`src/rtl/ru_col_allocator_if.sv`:
```
// Bundle between the STW fault-map source and the RU allocation consumers.
// The master drives the STW side; the slave, which is the allocator, returns the committed RU tables.
interface ru_col_allocator_if #(
    parameter int ROWS   = 4,
    parameter int COLS   = 4,
    parameter int NUM_RU = 4
);
    localparam int NUM_BITS_COLS = (COLS > 1) ? $clog2(COLS) : 1;
    localparam int NUM_BITS_RU   = (NUM_RU > 1) ? $clog2(NUM_RU) : 1;
    localparam int CNT_W         = $clog2(COLS + 1);

    logic                            stw_complete;
    logic [ROWS*COLS-1:0]            fault_mat;
    logic                            clear_map;
    logic [NUM_RU-1:0]               ru_en;
    logic [NUM_BITS_COLS*NUM_RU-1:0] ru_col_mapping;
    logic [COLS-1:0]                 col_ru_valid;
    logic [NUM_BITS_RU*COLS-1:0]     col_ru_idx;
    logic [CNT_W-1:0]                faulty_col_count;
    logic                            alloc_overflow;
    logic                            alloc_busy;
    logic                            alloc_done;

    modport master (
        output stw_complete, fault_mat, clear_map,
        input  ru_en, ru_col_mapping, col_ru_valid, col_ru_idx,
               faulty_col_count, alloc_overflow, alloc_busy, alloc_done
    );

    modport slave (
        input  stw_complete, fault_mat, clear_map,
        output ru_en, ru_col_mapping, col_ru_valid, col_ru_idx,
               faulty_col_count, alloc_overflow, alloc_busy, alloc_done
    );
endinterface

```
`src/rtl/ru_col_allocator.sv`:
```
// Maps faulty systolic columns to redundant units, lowest column first, after each STW run.
// Latency: commit COLS+2 cycles after the stw_complete rising edge; no backpressure, edges during a scan are dropped.
module ru_col_allocator #(
    parameter int ROWS   = 4,
    parameter int COLS   = 4,
    parameter int NUM_RU = 4
) (
    input  logic             clk,
    input  logic             rst,
    ru_col_allocator_if.slave io
);
    localparam int NBC   = (COLS > 1) ? $clog2(COLS) : 1;
    localparam int NBR   = (NUM_RU > 1) ? $clog2(NUM_RU) : 1;
    localparam int CNT_W = $clog2(COLS + 1);
    localparam int RPW   = $clog2(NUM_RU + 1);

    localparam logic [RPW-1:0] RU_FULL  = RPW'(NUM_RU);
    localparam logic [NBC-1:0] COL_LAST = NBC'(COLS - 1);

    typedef enum logic [1:0] {IDLE, CAPTURE, SCAN, DONE} state_t;

    state_t                     state;
    logic                       stw_prev;
    logic [ROWS*COLS-1:0]       snap;
    logic [NBC-1:0]             col_ptr;
    logic [RPW-1:0]             ru_ptr;
    logic [CNT_W-1:0]           cnt;

    logic [NUM_RU-1:0]          wk_en;
    logic [NUM_RU-1:0][NBC-1:0] wk_map;
    logic [COLS-1:0]            wk_cv;
    logic [COLS-1:0][NBR-1:0]   wk_cidx;
    logic                       wk_ovf;

    logic [NUM_RU-1:0]          nxt_en;
    logic [NUM_RU-1:0][NBC-1:0] nxt_map;
    logic [COLS-1:0]            nxt_cv;
    logic [COLS-1:0][NBR-1:0]   nxt_cidx;
    logic                       nxt_ovf;
    logic [RPW-1:0]             nxt_ru_ptr;
    logic [CNT_W-1:0]           nxt_cnt;

    logic [NUM_RU-1:0]          ru_en_q;
    logic [NUM_RU-1:0][NBC-1:0] map_q;
    logic [COLS-1:0]            cv_q;
    logic [COLS-1:0][NBR-1:0]   cidx_q;
    logic [CNT_W-1:0]           cnt_q;
    logic                       ovf_q;
    logic                       busy_q;
    logic                       done_q;

    logic [COLS-1:0]            col_or;
    logic                       faulty;
    logic [NBR-1:0]             ru_idx;
    logic                       start;

    assign start  = (state == IDLE) && io.stw_complete && !stw_prev;
    assign ru_idx = ru_ptr[NBR-1:0];

    always_comb begin
        col_or = '0;
        for (int c = 0; c < COLS; c++) begin
            for (int r = 0; r < ROWS; r++) begin
                col_or[c] = col_or[c] | snap[r*COLS + c];
            end
        end
    end

    assign faulty = col_or[col_ptr];

    // Working tables as they will look once the current column is folded in;
    // the last column commits straight from here so DONE already shows the result.
    always_comb begin
        nxt_en     = wk_en;
        nxt_map    = wk_map;
        nxt_cv     = wk_cv;
        nxt_cidx   = wk_cidx;
        nxt_ovf    = wk_ovf;
        nxt_ru_ptr = ru_ptr;
        nxt_cnt    = cnt;
        if (faulty) begin
            nxt_cnt = cnt + CNT_W'(1);
            if (ru_ptr < RU_FULL) begin
                nxt_en[ru_idx]    = 1'b1;
                nxt_map[ru_idx]   = col_ptr;
                nxt_cv[col_ptr]   = 1'b1;
                nxt_cidx[col_ptr] = ru_idx;
                nxt_ru_ptr        = ru_ptr + RPW'(1);
            end else begin
                nxt_ovf = 1'b1;
            end
        end
    end

    always_ff @(posedge clk or negedge rst) begin
        if (!rst) begin
            state    <= IDLE;
            stw_prev <= 1'b1;
            snap     <= '0;
            col_ptr  <= '0;
            ru_ptr   <= '0;
            cnt      <= '0;
            wk_en    <= '0;
            wk_map   <= '0;
            wk_cv    <= '0;
            wk_cidx  <= '0;
            wk_ovf   <= 1'b0;
            ru_en_q  <= '0;
            map_q    <= '0;
            cv_q     <= '0;
            cidx_q   <= '0;
            cnt_q    <= '0;
            ovf_q    <= 1'b0;
            busy_q   <= 1'b0;
            done_q   <= 1'b0;
        end else begin
            stw_prev <= io.stw_complete;
            case (state)
                IDLE: begin
                    if (start) begin
                        state  <= CAPTURE;
                        busy_q <= 1'b1;
                    end else if (io.clear_map) begin
                        ru_en_q <= '0;
                        map_q   <= '0;
                        cv_q    <= '0;
                        cidx_q  <= '0;
                        cnt_q   <= '0;
                        ovf_q   <= 1'b0;
                    end
                end
                CAPTURE: begin
                    snap    <= io.fault_mat;
                    col_ptr <= '0;
                    ru_ptr  <= '0;
                    cnt     <= '0;
                    wk_en   <= '0;
                    wk_map  <= '0;
                    wk_cv   <= '0;
                    wk_cidx <= '0;
                    wk_ovf  <= 1'b0;
                    state   <= SCAN;
                end
                SCAN: begin
                    wk_en   <= nxt_en;
                    wk_map  <= nxt_map;
                    wk_cv   <= nxt_cv;
                    wk_cidx <= nxt_cidx;
                    wk_ovf  <= nxt_ovf;
                    ru_ptr  <= nxt_ru_ptr;
                    cnt     <= nxt_cnt;
                    col_ptr <= col_ptr + NBC'(1);
                    if (col_ptr == COL_LAST) begin
                        ru_en_q <= nxt_en;
                        map_q   <= nxt_map;
                        cv_q    <= nxt_cv;
                        cidx_q  <= nxt_cidx;
                        cnt_q   <= nxt_cnt;
                        ovf_q   <= nxt_ovf;
                        done_q  <= 1'b1;
                        state   <= DONE;
                    end
                end
                DONE: begin
                    done_q <= 1'b0;
                    busy_q <= 1'b0;
                    state  <= IDLE;
                end
                default: state <= IDLE;
            endcase
        end
    end

    assign io.ru_en            = ru_en_q;
    assign io.ru_col_mapping   = map_q;
    assign io.col_ru_valid     = cv_q;
    assign io.col_ru_idx       = cidx_q;
    assign io.faulty_col_count = cnt_q;
    assign io.alloc_overflow   = ovf_q;
    assign io.alloc_busy       = busy_q;
    assign io.alloc_done       = done_q;
endmodule
```
`src/flat_wrapper.sv`:
```
// flat-port wrapper written by rule: the top's interface ports become plain ports
module ru_col_allocator_flat 
#(
    parameter int ROWS   = 4,
    parameter int COLS   = 4,
    parameter int NUM_RU = 4
)
  (clk, rst, io_stw_complete, io_fault_mat, io_clear_map, io_ru_en, io_ru_col_mapping, io_col_ru_valid, io_col_ru_idx, io_faulty_col_count, io_alloc_overflow, io_alloc_busy, io_alloc_done);
  ru_col_allocator_if #(.ROWS(ROWS), .COLS(COLS), .NUM_RU(NUM_RU)) io_i ();
  input  logic clk;
  input  logic rst;
  input wire logic [$bits(io_i.stw_complete)-1:0] io_stw_complete;
  input wire logic [$bits(io_i.fault_mat)-1:0] io_fault_mat;
  input wire logic [$bits(io_i.clear_map)-1:0] io_clear_map;
  output wire logic [$bits(io_i.ru_en)-1:0] io_ru_en;
  output wire logic [$bits(io_i.ru_col_mapping)-1:0] io_ru_col_mapping;
  output wire logic [$bits(io_i.col_ru_valid)-1:0] io_col_ru_valid;
  output wire logic [$bits(io_i.col_ru_idx)-1:0] io_col_ru_idx;
  output wire logic [$bits(io_i.faulty_col_count)-1:0] io_faulty_col_count;
  output wire logic [$bits(io_i.alloc_overflow)-1:0] io_alloc_overflow;
  output wire logic [$bits(io_i.alloc_busy)-1:0] io_alloc_busy;
  output wire logic [$bits(io_i.alloc_done)-1:0] io_alloc_done;
  assign io_i.stw_complete = io_stw_complete;
  assign io_i.fault_mat = io_fault_mat;
  assign io_i.clear_map = io_clear_map;
  assign io_ru_en = io_i.ru_en;
  assign io_ru_col_mapping = io_i.ru_col_mapping;
  assign io_col_ru_valid = io_i.col_ru_valid;
  assign io_col_ru_idx = io_i.col_ru_idx;
  assign io_faulty_col_count = io_i.faulty_col_count;
  assign io_alloc_overflow = io_i.alloc_overflow;
  assign io_alloc_busy = io_i.alloc_busy;
  assign io_alloc_done = io_i.alloc_done;
  ru_col_allocator #(.ROWS(ROWS), .COLS(COLS), .NUM_RU(NUM_RU)) u_core (.clk(clk), .rst(rst), .io(io_i));
endmodule
```
`config.mk`:
```
export PLATFORM = sky130hd
export DESIGN_NAME = ru_col_allocator_flat
export DESIGN_NICKNAME = d
export VERILOG_FILES = /design/src/rtl/ru_col_allocator_if.sv /design/src/rtl/ru_col_allocator.sv /design/src/flat_wrapper.sv
export SDC_FILE = /design/constraint.sdc
export NUM_CORES = 1
export LEC_CHECK = 0
export CAP_MARGIN = 20
export CORE_ASPECT_RATIO = 0.7
export CORE_UTILIZATION = 30
export DETAILED_ROUTE_END_ITERATION = 12
export PLACE_DENSITY = 0.54
export SYNTH_ARGS = -nofsm -noshare
export SYNTH_HDL_FRONTEND = slang
export SYNTH_SLANG_ARGS = --single-unit
```
`constraint.sdc`:
```
create_clock -name clk -period 2.7 [get_ports clk]
set_input_delay 0.54 -clock clk [delete_from_list [all_inputs] [get_ports clk]]
set_output_delay 0.54 -clock clk [all_outputs]
set_load 0.05 [all_outputs]
```
Yosys cells after proc, flatten, opt, wreduce, memory -nomap -nowiden --
Index checks and enable logic that the tools add are counted.
Storage, ports and cells: register bits after elaboration 82, bits in latches 0, memory bits (writable) 0, bits in read-only memories 0, input port bits 20, output and inout bits 30, logic and storage cells 138, memories 0
Operators by class: $add $sub $neg 3, multiply operators 0, div/mod/pow operators 0, $lt $le $gt $ge 5, equality and inequality tests 10, shift operators 0, mux-type cells 60, bitwise gates (word level) 14, reductions and logical operators 15
Operator list (count):
- $mux W8 | 8
- $pmux W8 S2 | 4
- $mux W4 | 8
- $pmux W4 S2 | 4
- $mux W3 | 6
- $pmux W3 S2 | 3
- $bwmux W8 | 2
- $or A1 B1 Y1 | 12
- $mux W1 | 10
- $demux W2 S2 | 2
- $mux W2 | 4
- $ne A2 B1 Y1 const B | 4
- $or A4 B4 Y4 | 2
- $pmux W1 S2 | 4
- $pmux W2 S4 | 1
- $reduce_bool A2 Y1 | 4
- $add A3 B1 Y3 const B | 2
- $eq A2 B2 Y1 const B | 3
- $lt A2 B3 Y1 const B | 2
- $reduce_and A2 Y1 | 3
- $demux W1 S2 | 2
- $ge A2 B1 Y1 const B | 2
- $logic_and A1 B1 Y1 | 4
- $ne A2 B2 Y1 const B | 2
- other kinds (9) | 9

Logic depth before layout (Yosys ltp) --
depth in word-level cells 9, mapped depth 10, gate-level depth less buffers 7

Worst setup path after synthesis --
OpenSTA, ideal clock, no wires.
path kind register to register, from register u_core.state[0], to register u_core.cidx_q, in the netlist u_core.io.col_ru_idx[0], library setup time 126 ps, arrival 2012 ps, required time 2574 ps, setup slack 562 ps, stages on the path, launching flop included 10, buffers on the path 3, period minus slack after synthesis 2138 ps, path through dfrtp_1 > inv_1 > ha_1 > clkbuf_1 > inv_1 > nor2_1 > or3_1 > clkbuf_1 > clkbuf_1 > a221o_1
Between the ends: word-level cells in the longest chain between the ends 5, elaborated cells between the ends (all ways) 10, classes of those cells 4 x eq/ne; 1 x mux; 5 x reduce/logical
Ends and longest elaborated chain:
- from (decl) | line ru_col_allocator.sv:22 | state_t state;
- from (signal assigned) | line ru_col_allocator.sv:97 | state <= IDLE;
- from (signal assigned) | line ru_col_allocator.sv:121 | state <= CAPTURE;
- from (signal assigned) | line ru_col_allocator.sv:142 | state <= SCAN;
- $logic_not A2 Y1 | line ru_col_allocator.sv:57, ru_col_allocator.sv:118
- $logic_and A1 B1 Y1 (2 in a row) | line ru_col_allocator.sv:57 | assign start = (state == IDLE) && io.stw_complete && !stw_prev;
- $ne A2 B2 Y1 (no line)
- $reduce_and A4 Y1 (no line)
- to (signal assigned) | line ru_col_allocator.sv:157 | cidx_q <= nxt_cidx;
- to (decl) | line ru_col_allocator.sv:46 | logic [COLS-1:0][NBR-1:0] cidx_q;
Parallel ways exist; a longest one is shown, timed or not. A chain may end at the register's enable or synchronous reset.

Final worst setup path --
from register u_core.state[0], to register u_core.cidx_q, in the netlist u_core.io.col_ru_idx[5]
Same word-level chain as after synthesis.

==> impl_metrics.ini <==
[status]
status = finished clean

[placed_design]
dp_hpwl_um = 7600
port_buffers = 49
dp_cells = 627
place_congestion = 0.753

[yosys]
yosysWarnings = 0
synthArstFlopShare_pct = 100
syn_inst = 408
yosysSeqAreaShare_pct = 50.2
netlist_area_sq_mm = 0.00409
synthTopCellsByCount = dfrtp_1 (81), nand2_1 (50), inv_1 (26), clkbuf_1 (24), o21ai_0 (23)
yosysUniqueCellTypes = 49
synth-edff-count = 0
yosysMostFrequentCell = dfrtp_1
ys_ff_latch = 82
synth-main-ff-cell = dfrtp_1
netlist.top_cell.by_area = dfrtp_1
synth_area_leaders = dfrtp_1 (50%), nand2_1 (4.6%), mux2_2 (4.4%), ha_1 (4.3%), o221ai_1 (3.0%)
syn-num-nets = 442
postSynthAreaPerCell_sq_um = 10.0
synth_top_cell_area_share_pct = 49.5

[sta]
period_share_pct = 87.6
skew_ps = 6.61
drv_slew = 0
worst_pin_slew_ps = 924
grt_setup_unrepaired = false
fin_crit_ps = 2360
slew_headroom_pct = 38.3
fin_setup_tns_ps = 0
hold_viol = 0
timing.fmax_ghz = 0.423
setup_viol = 0

[critical_path]
setup.worst_path.class = reg -> reg
arrival_ps = 2600
worstSetupEndpointType = flip-flop
cp_slowest_cell = nor4_1
cp.depth = 7
worstRegToRegCells = 7
crit_fanout = 11
cp.required_ps = 2940
worst-path-buf-inv = 3
critPathTopFamily = simple AND/OR/NAND/NOR gates
cpMostUsedCell = inv_1
slowest_delay_ps = 740
r2r_start = u_core.state[0]
r2r-end = u_core.io.col_ru_idx[5]
reg2reg_slack_ps = 340
start_kind = flip-flop
crit_chain = inv_1, ha_1, inv_1, buf_4, nor4_1, o21ai_0, o311ai_1

[final_layout]
instances_no_fill = 644
num_antenna_cells = 0
synthToLayoutAreaGrowth_pct = 24.1
nFillCells = 1333
drive_above_1_share_pct = 12.0
layout.nets = 488

[global_route]
grt_pass1_vias = 3240
gr-usage-all-layers_pct = 16.1
overflow = 0
grt_max_degree = 41
grt_pass1_wl_um = 17500
grt_antenna_before_repair = 0

[min_path]
min_path_type = in -> async

[clocking]
cts_buffers = 9
cts.sinks = 82
cts_setup_buffers = 0
cts_root_buf = clkbuf_16
htreeDepth = 3
cts_hold_buf = 0
clkSlewWorstSetupHoldPaths_ps = 60
ctsLongestPathBuffers = 2
cts_tree = yes
clk_latency_ps = 340
ctsResizeCount = 0

[floorplan]
design.die.area_sq_mm = 0.0141
core_area_sq_mm = 0.0132
fp.dieH_um = 99.7
rows = 35
die_w_um = 142
num_io_pins = 50
start_util_pct = 30.9

[routing]
route.detailed.drc = 0
wirelength_um = 10500
vias_per_cell = 5.09
firstDrtPassIters = 5
wl_per_cell_um = 16.4
vias = 3276
drtAntennaViolNets = 0
initialDrtViolationCount = 237

[pwr]
total_power_mw = 5.13
peakVddDrop_mv = 0.764
p_leak_nw = 2.06
power_density_mw_per_mm2 = 1010

[flow_run]
maxCapViolations = 0
-- final cells by class --
class,instances,area [sq um],area share (%)
Tap cell,185,231,4.56
Sequential cell,82,2050,40.4
Clock buffer,11,243,4.78
Multi-Input combinational cell,270,1820,35.8
Clock inverter,5,30.0,0.591
Timing Repair Buffer,63,599,11.8
Inverter,28,105,2.07
-- state kept, by name, indices dropped and copies added (netlist names), 2 cells and up --
register,flops
u_core.wk_map,8
u_core.io.ru_col_mapping,8
u_core.state,2
u_core.col_ptr,2
u_core.wk_en,4
u_core.io.col_ru_valid,4
u_core.wk_cidx,8
u_core.ru_ptr,3
u_core.snap,16
u_core.io.ru_en,4
u_core.cnt,3
u_core.io.col_ru_idx,8
u_core.io.faulty_col_count,3
u_core.wk_cv,4
-- logic make-up after synthesis --
| kind of cell | Yosys count | synth area share (%) |
|---|---|---|
| xor+xnor | 2 | 0.428 |
| buf+inv | 56 | 5.44 |
| mux | 20 | 5.69 |
| fa+ha+maj | 14 | 4.28 |
| simple gates | 117 | 14.0 |
| compound gates | 117 | 20.0 |
| flops | 82 | 50.2 |
-- power breakdown --
part / total, mW / internal [mW] / leakage (nW) / switching (mW)
Sequential: 1.64 / 1.48 / 1.09 / 0.161
Combinational: 2.35 / 0.813 / 0.833 / 1.54
Clock: 1.14 / 0.643 / 0.131 / 0.495
Total: 5.13 / 2.94 / 2.06 / 2.19
-- placed cells by master (no fill, tap or decap), types with 5 or more instances in the layout --
cell             synthesis  layout
clkbuf_16                0       9
o21ai_0                 23      22
buf_4                    1      14
a21oi_1                 18      18
a31oi_1                  6       6
nand2b_1                12      12
dfrtp_1                 81      81
inv_1                   26      26
clkdlybuf4s50_1          0      48
nand2_1                 50      50
mux2_2                  16      16
nor2_1                  21      21
o31ai_1                  9       9
ha_1                    14      14
o211ai_1                14      14
nor2b_1                  5       5
o221ai_1                14      14
-- worst max-delay path by stage --
stage,startpoint,end,slack [ps]
floorplan,u_core.state[0],u_core.io.col_ru_idx[0],560
global placement,io_stw_complete,u_core.io.col_ru_idx[3],190
detailed placement,io_stw_complete,u_core.io.faulty_col_count[0],80
CTS,u_core.col_ptr[0],u_core.io.col_ru_idx[3],270
global route,u_core.state[0],u_core.io.col_ru_idx[4],140
finish,u_core.state[0],u_core.io.col_ru_idx[5],340
-- per-stage QoR --
step                      cell area (sq um)  worst slack (ps)  hold WS [ps]  utilization, %
after floorplan                        4090               562           244               -
after global placement                 4790               191           466            36.2
after detailed placement               4790              77.7           473            36.2
after CTS                              5060               266           211            38.3
after global routing                   5080               145           227            38.4
final                                  5080               335           182            38.4
-- metal layers --
layer	GRT usage (%)	vias up	wire length [um]	share of wire [%]
li1	-	1573	-	-
met1	23.8	1595	5380	51
met2	22.8	96	4430	42
met3	4.24	12	635	6.0
met4	4.71	0	96	0.91
met5	0	-	0	0
Note: power is estimated with default switching activity, not from simulation.
